$ cat src/rtl/paddle_ctrl_pkg.sv
// Shared pong definitions: button direction and paddle FSM encodings, playfield size.
// The renderer and collision logic import the playfield constants from here.
package paddle_ctrl_pkg;

  localparam int PONG_FIELD_H  = 480;
  localparam int PONG_PADDLE_H = 64;

  typedef enum logic [1:0] {
    DIR_NONE = 2'd0,
    DIR_UP   = 2'd1,
    DIR_DOWN = 2'd2
  } dir_e;

  typedef enum logic [1:0] {
    ST_IDLE   = 2'd0,
    ST_HOLD   = 2'd1,
    ST_REPEAT = 2'd2
  } state_e;

endpackage

$ cat src/rtl/paddle_step_clamp.sv
// Saturating move of a paddle position by a step, held inside [0, MAX_Y].
// Computed one bit wider than the position so the down sum cannot wrap.
module paddle_step_clamp
  import paddle_ctrl_pkg::*;
#(
  parameter int Y_W   = 10,
  parameter int S_W   = 3,
  parameter int MAX_Y = 416
) (
  input  logic [Y_W-1:0] y,
  input  logic [S_W-1:0] step,
  input  dir_e           dir,
  output logic [Y_W-1:0] y_next
);

  localparam logic [Y_W:0] MAX_EXT = (Y_W+1)'(MAX_Y);

  logic [Y_W:0] y_ext;
  logic [Y_W:0] step_ext;
  logic [Y_W:0] sum;
  logic [Y_W:0] diff;

  always_comb begin
    y_ext    = {1'b0, y};
    step_ext = (Y_W+1)'(step);
    sum      = y_ext + step_ext;
    diff     = y_ext - step_ext;
    y_next   = y;
    unique case (dir)
      DIR_UP:   y_next = (y_ext < step_ext) ? '0 : diff[Y_W-1:0];
      DIR_DOWN: y_next = (sum > MAX_EXT) ? MAX_EXT[Y_W-1:0] : sum[Y_W-1:0];
      default:  y_next = y;
    endcase
  end

endmodule

$ cat src/rtl/paddle_ctrl.sv
// One player's paddle: press steps once, hold auto-repeats with stepped acceleration.
// state     | meaning
// ST_IDLE   | no button held (or held through a recenter); waits for a press edge
// ST_HOLD   | pressed and stepped once; counting ticks toward auto-repeat
// ST_REPEAT | auto-repeat: every tick steps by speed, speed ramps to MAX_SPEED
module paddle_ctrl
  import paddle_ctrl_pkg::*;
#(
  parameter int Y_W          = 10,
  parameter int FIELD_H      = PONG_FIELD_H,
  parameter int PADDLE_H     = PONG_PADDLE_H,
  parameter int REPEAT_DELAY = 8,
  parameter int ACCEL_TICKS  = 4,
  parameter int MAX_SPEED    = 4
) (
  input  logic           clk,
  input  logic           reset_n,
  input  logic           btn_up,
  input  logic           btn_down,
  input  logic           tick,
  input  logic           recenter,
  output logic [Y_W-1:0] paddle_y,
  output logic           moved,
  output logic           at_top,
  output logic           at_bottom
);

  localparam int MAX_Y  = FIELD_H - PADDLE_H;
  localparam int INIT_Y = MAX_Y / 2;
  localparam int DLY_W  = $clog2(REPEAT_DELAY);
  localparam int ACC_W  = (ACCEL_TICKS > 1) ? $clog2(ACCEL_TICKS) : 1;
  localparam int SPD_W  = $clog2(MAX_SPEED + 1);

  localparam logic [Y_W-1:0]   MAX_Y_V  = Y_W'(MAX_Y);
  localparam logic [Y_W-1:0]   INIT_Y_V = Y_W'(INIT_Y);
  localparam logic [DLY_W-1:0] DLY_LAST = DLY_W'(REPEAT_DELAY - 1);
  localparam logic [DLY_W-1:0] DLY_ONE  = DLY_W'(1);
  localparam logic [ACC_W-1:0] ACC_LAST = ACC_W'(ACCEL_TICKS - 1);
  localparam logic [ACC_W-1:0] ACC_ONE  = ACC_W'(1);
  localparam logic [SPD_W-1:0] SPD_MAX  = SPD_W'(MAX_SPEED);
  localparam logic [SPD_W-1:0] SPD_ONE  = SPD_W'(1);

  state_e           state;
  dir_e             dir;
  dir_e             dir_q;
  logic [DLY_W-1:0] dly_cnt;
  logic [ACC_W-1:0] acc_cnt;
  logic [SPD_W-1:0] speed;

  logic             press_edge;
  logic             hold_done;
  logic             step_move;
  logic             y_load;
  logic [SPD_W-1:0] step;
  logic [Y_W-1:0]   y_step;
  logic [Y_W-1:0]   y_new;

  always_comb begin
    dir = DIR_NONE;
    if (btn_up && !btn_down)      dir = DIR_UP;
    else if (btn_down && !btn_up) dir = DIR_DOWN;
  end

  assign press_edge = (dir != DIR_NONE) && (dir != dir_q);
  assign hold_done  = (state == ST_HOLD) && (dly_cnt == DLY_LAST);
  assign step_move  = !recenter && !press_edge && (dir != DIR_NONE) && tick &&
                      (hold_done || (state == ST_REPEAT));
  assign step       = press_edge ? SPD_ONE : speed;
  assign y_load     = recenter || press_edge || step_move;
  assign y_new      = recenter ? INIT_Y_V : y_step;

  paddle_step_clamp #(
    .Y_W   (Y_W),
    .S_W   (SPD_W),
    .MAX_Y (MAX_Y)
  ) u_step_clamp (
    .y      (paddle_y),
    .step   (step),
    .dir    (dir),
    .y_next (y_step)
  );

  always_ff @(posedge clk or negedge reset_n) begin
    if (!reset_n) begin
      state     <= ST_IDLE;
      dir_q     <= DIR_NONE;
      dly_cnt   <= '0;
      acc_cnt   <= '0;
      speed     <= SPD_ONE;
      paddle_y  <= INIT_Y_V;
      moved     <= 1'b0;
      at_top    <= 1'b0;
      at_bottom <= 1'b0;
    end else begin
      dir_q <= dir;
      moved <= 1'b0;
      if (y_load) begin
        paddle_y  <= y_new;
        moved     <= (y_new != paddle_y);
        at_top    <= (y_new == '0);
        at_bottom <= (y_new == MAX_Y_V);
      end

      if (recenter || press_edge || (dir == DIR_NONE)) begin
        state   <= recenter ? ST_IDLE : (press_edge ? ST_HOLD : ST_IDLE);
        speed   <= SPD_ONE;
        dly_cnt <= '0;
        acc_cnt <= '0;
      end else if (tick) begin
        case (state)
          ST_HOLD: begin
            if (!hold_done) dly_cnt <= dly_cnt + DLY_ONE;
          end
          default: ;
        endcase
        // The delay-expiry step counts as the first repeat move; acc_cnt is 0 and
        // speed is 1 throughout HOLD, so the same ramp logic serves both states.
        if (step_move) begin
          state <= ST_REPEAT;
          if (acc_cnt == ACC_LAST) begin
            acc_cnt <= '0;
            if (speed < SPD_MAX) speed <= speed + SPD_ONE;
          end else begin
            acc_cnt <= acc_cnt + ACC_ONE;
          end
        end
      end
    end
  end

endmodule

$ cat config.mk
export PLATFORM = sky130hd
export DESIGN_NAME = paddle_ctrl
export DESIGN_NICKNAME = d
export VERILOG_FILES = /design/src/rtl/paddle_ctrl_pkg.sv /design/src/rtl/paddle_step_clamp.sv /design/src/rtl/paddle_ctrl.sv
export SDC_FILE = /design/constraint.sdc
export NUM_CORES = 1
export LEC_CHECK = 0
export CAP_MARGIN = 20
export CORE_MARGIN = 3
export CORE_UTILIZATION = 51
export CTS_CLUSTER_SIZE = 8
export DETAILED_ROUTE_END_ITERATION = 16
export HOLD_SLACK_MARGIN = 0.15
export PLACE_DENSITY = 0.68
export SKIP_LAST_GASP = 1
export SLEW_MARGIN = 20
export SYNTH_ARGS = -nofsm -noshare
export SYNTH_HDL_FRONTEND = slang
export SYNTH_SLANG_ARGS = --single-unit
$ cat constraint.sdc
create_clock -name clk -period 5 [get_ports clk]
set_input_delay 0.5 -clock clk [delete_from_list [all_inputs] [get_ports clk]]
set_output_delay 0.5 -clock clk [all_outputs]
set_load 0.05 [all_outputs]
==> results of run 1 <==
## cell type report
| type | instances | share of cell area |
|---|---|---|
| clock buffer | 3 | 0.0139 |
| multi-input combinational | 257 | 0.624 |
| sequential | 25 | 0.212 |
| inverter | 19 | 0.0239 |
| timing repair buffer | 32 | 0.0941 |
| clock inverter | 1 | 0.00294 |
| tap | 70 | 0.0294 |
## worst max-delay path, cell delays in order
cell	delay (ns)
clkdlybuf4s50_1	0.48
inv_1	0.05
ha_1	0.24
xor2_1	0.17
o21ai_1	0.37
nand2_1	0.24
fa_1	0.59
nor4b_1	0.22
o311a_1	0.39
nor3_4	0.47
o211ai_1	0.26
a311oi_2	0.40
nor3b_1	0.10
a32o_1	0.26
## power by group through the flow
stage                     clock (mW)  combinational, mW  sequential [mW]
after floorplan                    0              0.201            0.271
after global routing           0.141              0.322            0.262
after CTS                      0.133              0.294            0.258
final                          0.130              0.299            0.259
after global placement             0              0.291            0.262
after detailed placement           0              0.292            0.261
## placed cells by master, fill, tap and decap left out, types with 7 or more instances in the layout
master           count
a31oi_1              7
ha_1                12
nor2_1              30
clkdlybuf4s50_1     17
nand2_1             32
a21oi_1             14
inv_1               19
nand3_1             10
o211ai_1             8
dfrtp_1             21
buf_4               14
o21ai_0             15
## metal layers
metal | track usage | routed length, µm | up-vias
met4 | 0.0794 | 224 | 0
met2 | 0.391 | 3450 | 138
met3 | 0.0485 | 631 | 30
li1 | - | - | 1233
met1 | 0.386 | 3560 | 1242
met5 | 0 | 0 | -
## worst paths after layout
path                          endpoint  slack, ns       from
min                           speed[2]       0.20    reset_n
max reg2reg                     at_top       1.08   dir_q[1]
min reg2reg                  at_bottom       0.51  at_bottom
min in group clk             at_bottom       0.51  at_bottom
max                             at_top       0.45     btn_up
max in group asynchronous  paddle_y[7]       4.43    reset_n
## per-stage QoR
| step | hold WS (ns) | power (mW) | worst slack, ns |
|---|---|---|---|
| after floorplan | 0.204 | 0.472 | 1.02 |
| after CTS | 0.219 | 0.685 | 0.485 |
| after global placement | 0.484 | 0.553 | 0.247 |
| after global routing | 0.226 | 0.724 | 0.0726 |
| final | 0.197 | 0.688 | 0.449 |
| after detailed placement | 0.487 | 0.553 | 0.201 |
## sequential cells by signal, summed over array words and instances (netlist names)
register	flops
paddle_y	10
moved	1
at_top	1
speed	3
state	2
acc_cnt	2
at_bottom	1
dly_cnt	3
dir_q	2
## kinds of logic (layout without fill, tap and decap cells)
group	count (synthesis)	count (layout)	share of synthesized area
compound gates	103	103	0.293
xor+xnor	9	9	0.0284
fa+ha+maj	14	14	0.0684
buf+inv	42	55	0.104
flops	25	25	0.227
mux	10	10	0.0383
simple gates	121	121	0.241
==> impl_metrics.yaml, run 1 <==
hold_path:
  hold_path_class: "in -> async"
sta:
  max_freq_mhz: 220
  skew_ns: 0.00369
  slew_headroom: 0.451
  hold_viol: 0
  rsz0062_at_grt: "no"
  period_needed_ns: 4.55
  period_share: 0.910
  fin_setup_tns_ns: 0
  drv_slew: 0
  setup_viol: 0
  tightest_slew_ns: 0.815
routing:
  ant_nets: 0
  first_pass_iters: 5
  postRouteWirelength_um: 7870
  routed_via_density: 6.49
  wl_per_cell_um: 19.3
  drc: 0
  num_vias: 2643
  drt_iter0_markers: 305
setup_path:
  crit_type: "in -> reg"
  r2r_cells: 11
  cp-end-kind: "flip-flop"
  worstPathRequired_ns: 5.18
  startpoint_type: "input pin"
  path_max_fanout: 9
  arrival_ns: 4.73
pwr:
  ir_worst_vdd_v: 0.000176
  swShare: 0.432
  p_per_area_nw_per_um2: 231
  seqPwrFrac: 0.376
  p_switching_mw: 0.297
  power.internal_mw: 0.391
  clock_power_share: 0.189
  pwr-share-comb: 0.435
  leakage_nw: 1.21
clocking:
  clk_pin_slew_ns: 0.10
  cts-root-buf: "clkbuf_8"
  ctsHtreeMaxLevel: 1
  clkLatencyLatePin_ns: 0.28
  clock_path_buffers: 2
  postCtsHoldBufs: 0
  cts.sinks: 25
  cts-buffers-inserted: 3
  cts_setup_buffers: 0
  cts_tree: "yes"
  postCtsResizedCells: 0
global_route:
  grt_pass1_wl_um: 13300
  grt_antenna_before_repair: 0
  grt_max_degree: 26
  grt_pass1_vias: 2472
  grt_usage: 0.263
  grt-ovfl-total: 0
synth:
  ys_ff_latch: 25
  synth_common_cells: "nand2_1, nor2_1, dfrtp_1"
  synth.area.top_cells: "dfrtp_1, ha_1, clkbuf_8"
  synth_nets: 344
  synth-seq-area-share: 0.227
  synth_top_cell_area_share: 0.189
  synth_ff_type: "dfrtp_1"
  netlist_area_um2: 2780
  synth.avg_cell_area_um2: 8.58
  yosys_warnings: 0
  synth_cells: 324
  yosys.area.top_type: "dfrtp_1"
  synth_edf_count: 0
  async_flop_share: 1.00
  synth.most_common_cell: "nand2_1"
  synth_cell_type_count: 90
layout:
  num_antenna_cells: 0
  multi_input_area_um2: 1860
  final_cells: 407
  fillers: 495
  drive_gt1_frac: 0.160
  syn2layout_area_growth_pct: 7.20
  regArea_um2: 631
  final_nets: 358
  design_area_um2: 2980
  fin_util: 0.576
place:
  place.gp.congestion: 1.01
  placed_area_um2: 2930
  dp_hpwl_um: 5880
  port_buffers: 18
  dp_cells: 403
floorplan:
  die_h_um: 79.8
  die_area_um2: 6370
  fp.coreArea_um2: 5170
  die_w_um: 79.8
  initial_core_util: 0.537
  fp-row-count: 26
  pin_count: 19
job:
  max_cap_viol_count: 0
outcome:
  status: "finished clean"
No activity file was read; power rests on OpenSTA's default activity.
==> run 2, diff against run 1 <==
--- a/config.mk
+++ b/config.mk
@@ -16,4 +16,5 @@
 export SLEW_MARGIN = 20
 export SYNTH_ARGS = -nofsm -noshare
 export SYNTH_HDL_FRONTEND = slang
+export SYNTH_HIERARCHICAL = 1
 export SYNTH_SLANG_ARGS = --single-unit
==> impl_metrics.yaml, run 2 <==
floorplan:
  initial_core_util: 0.542
  fp-row-count: 24
  fp.coreArea_um2: 4440
  die_h_um: 74.7
  pin_count: 19
  die_w_um: 74.7
  die_area_um2: 5580
pwr:
  p_switching_mw: 0.263
  pwr-share-comb: 0.419
  swShare: 0.406
  seqPwrFrac: 0.389
  leakage_nw: 1.04
  power.internal_mw: 0.385
  ir_worst_vdd_v: 0.000136
  p_per_area_nw_per_um2: 242
  clock_power_share: 0.192
global_route:
  grt_usage: 0.227
  grt_max_degree: 26
  grt_antenna_before_repair: 0
  grt_pass1_vias: 2036
  grt_pass1_wl_um: 9790
  grt-ovfl-total: 0
setup_path:
  crit_family: "compound AO/OA/AOI/OAI gates"
  cp_common_cell: "a31oi_1"
  cp.buffers_inverters: 2
  worstPathRequired_ns: 5.10
  crit_type: "in -> reg"
  cpMaxStageDelayCell: "fa_1"
  cp-end-kind: "flip-flop"
  crit_chain: "clkdlybuf4s50_1, inv_1, ha_1, xnor2_1, a21oi_2, or2_2, ha_1, fa_1, nor2b_4, o21ai_2, a31oi_1, a31oi_1, a21bo_2, o21ai_0, nor4_1, a31oi_1, o32a_1, nor2_1, a41oi_1"
  startpoint_type: "input pin"
  max_stage_delay_ns: 0.50
  arrival_ns: 4.80
  path_max_fanout: 6
sta:
  max_freq_mhz: 213
  fin_setup_tns_ns: 0
  period_share: 0.938
  period_needed_ns: 4.69
  hold_viol: 0
  slew_headroom: 0.383
  skew_ns: 0.00838
  rsz0062_at_grt: "no"
  tightest_slew_ns: 0.926
  drv_slew: 0
  setup_viol: 0
place:
  port_buffers: 18
  place.gp.congestion: 0.968
  dp_hpwl_um: 4500
  placed_area_um2: 2630
synth:
  yosys_warnings: 6
  yosys.area.top_type: "dfrtp_1"
  synth_cells: 285
  synth-seq-area-share: 0.262
  async_flop_share: 1.00
  ys_ff_latch: 25
  synth_cell_type_count: 72
  synth_top_cell_area_share: 0.218
  synth_nets: 307
  synth_common_cells: "nor2_1, nand2_1, dfrtp_1, inv_1, o21ai_0"
  synth_edf_count: 0
  synth.most_common_cell: "nor2_1"
  synth.avg_cell_area_um2: 8.45
  synth_ff_type: "dfrtp_1"
  synth.area.top_cells: "dfrtp_1, ha_1, dfstp_2"
  netlist_area_um2: 2410
clocking:
  clock_path_buffers: 2
  cts_tree: "yes"
  clk_pin_slew_ns: 0.09
  cts-root-buf: "clkbuf_8"
  ctsHtreeMaxLevel: 1
  cts-buffers-inserted: 3
  cts.sinks: 25
  clkLatencyLatePin_ns: 0.28
routing:
  postRouteWirelength_um: 5990
  wl_met2_um: 2820
  routed_via_density: 6.14
  top_layer: "met4"
  wl_met3_um: 253
  first_pass_iters: 4
  num_vias: 2179
  drc: 0
  wl_met1_um: 2800
  drt_iter0_markers: 204
  ant_nets: 0
  wl_per_cell_um: 16.9
layout:
  design_area_um2: 2680
  num_antenna_cells: 0
  largest-register: "paddle_y"
  final_nets: 326
  reg_top3: "paddle_y (10), dly_cnt (3), speed (3)"
  fillers: 415
  mostFrequentLayoutCell: "nor2_1"
  layout_common_cells: "nor2_1, nand2_1, inv_1, dfrtp_1, clkdlybuf4s50_1"
  syn2layout_area_growth_pct: 11.4
  drive_gt1_frac: 0.129
  largest_register_ffs: 10
outcome:
  status: "finished clean"
job:
  max_cap_viol_count: 0
hold_path:
  hold_path_class: "reg -> reg"
[run 2: cell count changes in the layout (fill, tap and decap cells not counted), moves of 4 or more]
cell and change:
nand2_1 -9, nand2b_1 +4, o211ai_1 -7, o31ai_1 +4
buf_4 -4, mux2_2 -4, a31oi_1 +5, nor2_1 -4
[run 2: final timing paths]
path,start,endpoint,slack [ns],cells past startpoint
worst max-delay path,btn_down,moved,0.31,19
worst min-delay path,at_top,at_top,0.49,2
worst max register to register,dir_q[0],moved,0.93,16
worst min register to register,at_top,at_top,0.49,2
max in group asynchronous,reset_n,paddle_y[6],4.12,2
min in group asynchronous,reset_n,paddle_y[9],0.57,2
[run 2: cell type report]
cell class	count	area [µm²]	area share
Inverter	21	78.8	0.0294
Timing Repair Buffer	28	255	0.0951
Clock inverter	1	7.51	0.00280
Clock buffer	3	41.3	0.0154
Sequential cell	25	631	0.235
Multi-Input combinational cell	225	1600	0.598
Tap cell	52	65.1	0.0243
[run 2: cells by family (layout without fill, tap and decap cells)]
| family | after synthesis | in the layout | share of synthesized area |
|---|---|---|---|
| AO/OA/AOI/OAI | 88 | 88 | 0.277 |
| XOR/XNOR | 12 | 12 | 0.0436 |
| adder cells (fa/ha/maj) | 16 | 16 | 0.0894 |
| buffers and inverters | 35 | 53 | 0.0722 |
| flip-flops | 25 | 25 | 0.262 |
| multiplexers | 5 | 5 | 0.0213 |
| AND/OR/NAND/NOR | 104 | 104 | 0.234 |
[run 2: per-layer routing]
| layer | track usage | vias up |
|---|---|---|
| met5 | 0 | - |
| met4 | 0.0810 | 0 |
| met3 | 0.0320 | 11 |
| met2 | 0.364 | 53 |
| met1 | 0.315 | 1027 |
| li1 | - | 1088 |
[run 2: worst min-delay path: stages, from the launching register on]
cell,delay (ns)
dfrtp_1,0.36
nand2_1,0.05
o31ai_1,0.05
[run 2: power by group through the flow]
stage | Clock, mW | Sequential, mW | Combinational, mW
final | 0.124 | 0.252 | 0.271
after CTS | 0.130 | 0.252 | 0.270
after global placement | 0 | 0.256 | 0.267
after floorplan | 0 | 0.276 | 0.175
after detailed placement | 0 | 0.256 | 0.269
after global routing | 0.138 | 0.257 | 0.296
[run 2: repair_timing]
action,CTS,global route
endpoints found under the setup margin,0,1
hold buffers,0,0
setup buffers,0,0
resized for setup,0,1
[run 2: stage by stage]
stage	worst slack [ns]	hold WS (ns)	power, mW	utilization	cells
after floorplan	0.856	0.204	0.451	-	285
after global placement	0.109	0.473	0.524	0.593	351
after detailed placement	0.0389	0.470	0.525	0.593	351
after CTS	0.305	0.493	0.653	0.604	355
after global routing	0.0114	0.514	0.691	0.604	355
final	0.308	0.489	0.648	0.604	355
==> run 3, diff against run 2 <==
--- a/config.mk
+++ b/config.mk
@@ -5,9 +5,11 @@
 export SDC_FILE = /design/constraint.sdc
 export NUM_CORES = 1
 export LEC_CHECK = 0
+export ABC_AREA = 1
 export CAP_MARGIN = 20
 export CORE_MARGIN = 3
 export CORE_UTILIZATION = 51
+export CTS_BUF_LIST = sky130_fd_sc_hd__clkbuf_4
 export CTS_CLUSTER_SIZE = 8
 export DETAILED_ROUTE_END_ITERATION = 16
 export HOLD_SLACK_MARGIN = 0.15
==> impl_metrics.yaml, run 3 <==
sta:
  max_freq_mhz: 246
  skew_ns: 0.00691
  hold_viol: 0
  setup_viol: 0
  fin_setup_tns_ns: 0
  period_share: 0.813
  drv_slew: 0
  period_needed_ns: 4.06
  rsz0062_at_grt: "no"
  slew_headroom: 0.664
  tightest_slew_ns: 0.503
routing:
  drt_iter0_markers: 175
  postRouteWirelength_um: 5580
  first_pass_iters: 4
  num_vias: 2248
  wl_per_cell_um: 12.6
  ant_nets: 0
  drc: 0
  routed_via_density: 5.10
place:
  dp_hpwl_um: 4430
  place.gp.congestion: 0.887
  dp_cells: 437
  port_buffers: 18
global_route:
  grt_pass1_wl_um: 9610
  grt_antenna_before_repair: 0
  grt_max_degree: 26
  grt-ovfl-total: 0
  grt_pass1_vias: 2097
  grt_usage: 0.214
layout:
  drive_gt1_frac: 0.100
  reg_top3: "paddle_y (10), dly_cnt (3), speed (3)"
  largest-register: "paddle_y"
  final_nets: 412
  num_antenna_cells: 0
  fillers: 445
  mostFrequentLayoutCell: "nand2_1"
  final_cells: 441
  syn2layout_area_growth_pct: 8.44
  layout_common_cells: "nand2_1, inv_1, nor2_1, a21oi_1"
  largest_register_ffs: 10
synth:
  synth_cells: 376
  synth-seq-area-share: 0.256
  yosys.area_share.adder: 0.0874
  yosys.area.top_type: "dfrtp_1"
  synth.avg_cell_area_um2: 6.55
  synth_nets: 398
  synth.most_common_cell: "nand2_1"
  synth_edf_count: 0
  synth_cell_type_count: 36
  ys_ff_latch: 25
  synth_common_cells: "nand2_1, inv_1, nor2_1"
  synth-simple-area-share: 0.378
  synth.mux.area_fraction: 0
  synth_top_family_by_area: "simple AND/OR/NAND/NOR gates"
  yosys_warnings: 6
  synth_xor_area_frac: 0.0391
  synth_compound_area_frac: 0.107
  synth_ff_type: "dfrtp_1"
  synth.area.top_cells: "dfrtp_1, nand2_1, inv_1"
  async_flop_share: 1.00
  netlist_area_um2: 2460
  synth_top_cell_area_share: 0.214
clocking:
  cts_tree: "yes"
  clock_path_buffers: 2
  ctsHtreeMaxLevel: 1
  cts-root-buf: "clkbuf_4"
  clk_pin_slew_ns: 0.14
  clkLatencyLatePin_ns: 0.32
  cts_setup_buffers: 0
  cts-buffers-inserted: 3
  cts.sinks: 25
  postCtsHoldBufs: 0
  postCtsResizedCells: 0
job:
  max_cap_viol_count: 0
floorplan:
  fp.coreArea_um2: 4500
  fp-row-count: 24
  die_h_um: 75.5
  die_w_um: 75.5
  initial_core_util: 0.546
  pin_count: 19
  die_area_um2: 5690
pwr:
  p_per_area_nw_per_um2: 239
  ir_worst_vdd_v: 0.000196
  leakage_nw: 1.42
setup_path:
  startpoint_type: "input pin"
  cp_common_cell: "nand2_1"
  arrival_ns: 4.29
  cp-startpoint: "btn_up"
  cp.buffers_inverters: 8
  cp-end-kind: "flip-flop"
  path_max_fanout: 6
  cpMaxStageDelayCell: "clkdlybuf4s50_1"
  r2r-start: "dir_q[0]"
  worstPathRequired_ns: 5.23
  crit_type: "in -> reg"
  crit_family: "simple AND/OR/NAND/NOR gates"
  max_stage_delay_ns: 0.48
hold_path:
  holdCritStartpoint: "acc_cnt[1]"
  hold_path_class: "reg -> reg"
outcome:
  status: "finished clean"
## run 3: cell types whose count changed after synthesis, moves of 8 or more
cell / change
nand2_1: +90
inv_1: +33
nor2_1: +15
nand3_1: +14
o21ai_0: -14
a31oi_1: -12
o211ai_1: +12
nand2_2: +9
a21oi_1: +8
## run 3: logic make-up after synthesis
kind of cell             Yosys count
XOR/XNOR                          11
AO/OA/AOI/OAI                     42
buffers and inverters             75
adder cells (fa/ha/maj)           16
flip-flops                        25
AND/OR/NAND/NOR                  207
## run 3: power breakdown
part | internal, mW | switching [mW]
registers | 0.219 | 0.0344
clock network | 0.0305 | 0.0626
logic | 0.0985 | 0.191
total | 0.348 | 0.288
## run 3: worst paths after layout
kind | end | slack, ns | cells after the start
max | moved | 0.94 | 30
max in group asynchronous | paddle_y[4] | 4.17 | 2
min in group asynchronous | paddle_y[9] | 0.53 | 2
min | acc_cnt[1] | 0.49 | 2
min reg2reg | acc_cnt[1] | 0.49 | 2
max reg2reg | moved | 1.51 | 27
## run 3: routing by layer
metal	vias up	routed length [µm]	track usage
met5	-	0	0
met4	0	27	0.0330
met3	2	186	0.0224
met2	36	2430	0.338
met1	1001	2930	0.323
li1	1209	-	-
## run 3: cell type report
| class | instances | area (µm²) | area share |
|---|---|---|---|
| flip-flops and latches | 25 | 631 | 0.236 |
| clock buffers | 3 | 22.5 | 0.00844 |
| repair buffers | 20 | 195 | 0.0731 |
| multi-input cells | 276 | 1510 | 0.564 |
| well taps | 52 | 65.1 | 0.0244 |
| inverters | 64 | 243 | 0.0910 |
| clock inverters | 1 | 7.51 | 0.00281 |
## run 3: tightest hold or removal path: cells and delay by family, from the launching register on
family	cells	cell delay (ns)
DFF	1	0.37
and+or+nand+nor	2	0.10
## run 3: per-stage QoR
stage                     utilization  hold slack (ns)  total power, mW  setup WS, ns  area, µm²
final                           0.593            0.495            0.637         0.936       2670
after global routing            0.593            0.527            0.693         0.496       2670
after CTS                       0.593            0.504            0.645         0.899       2670
after detailed placement        0.586            0.469            0.546         0.540       2640
after global placement          0.586            0.461            0.545         0.603       2640
after floorplan                     -            0.204            0.473          1.68       2460
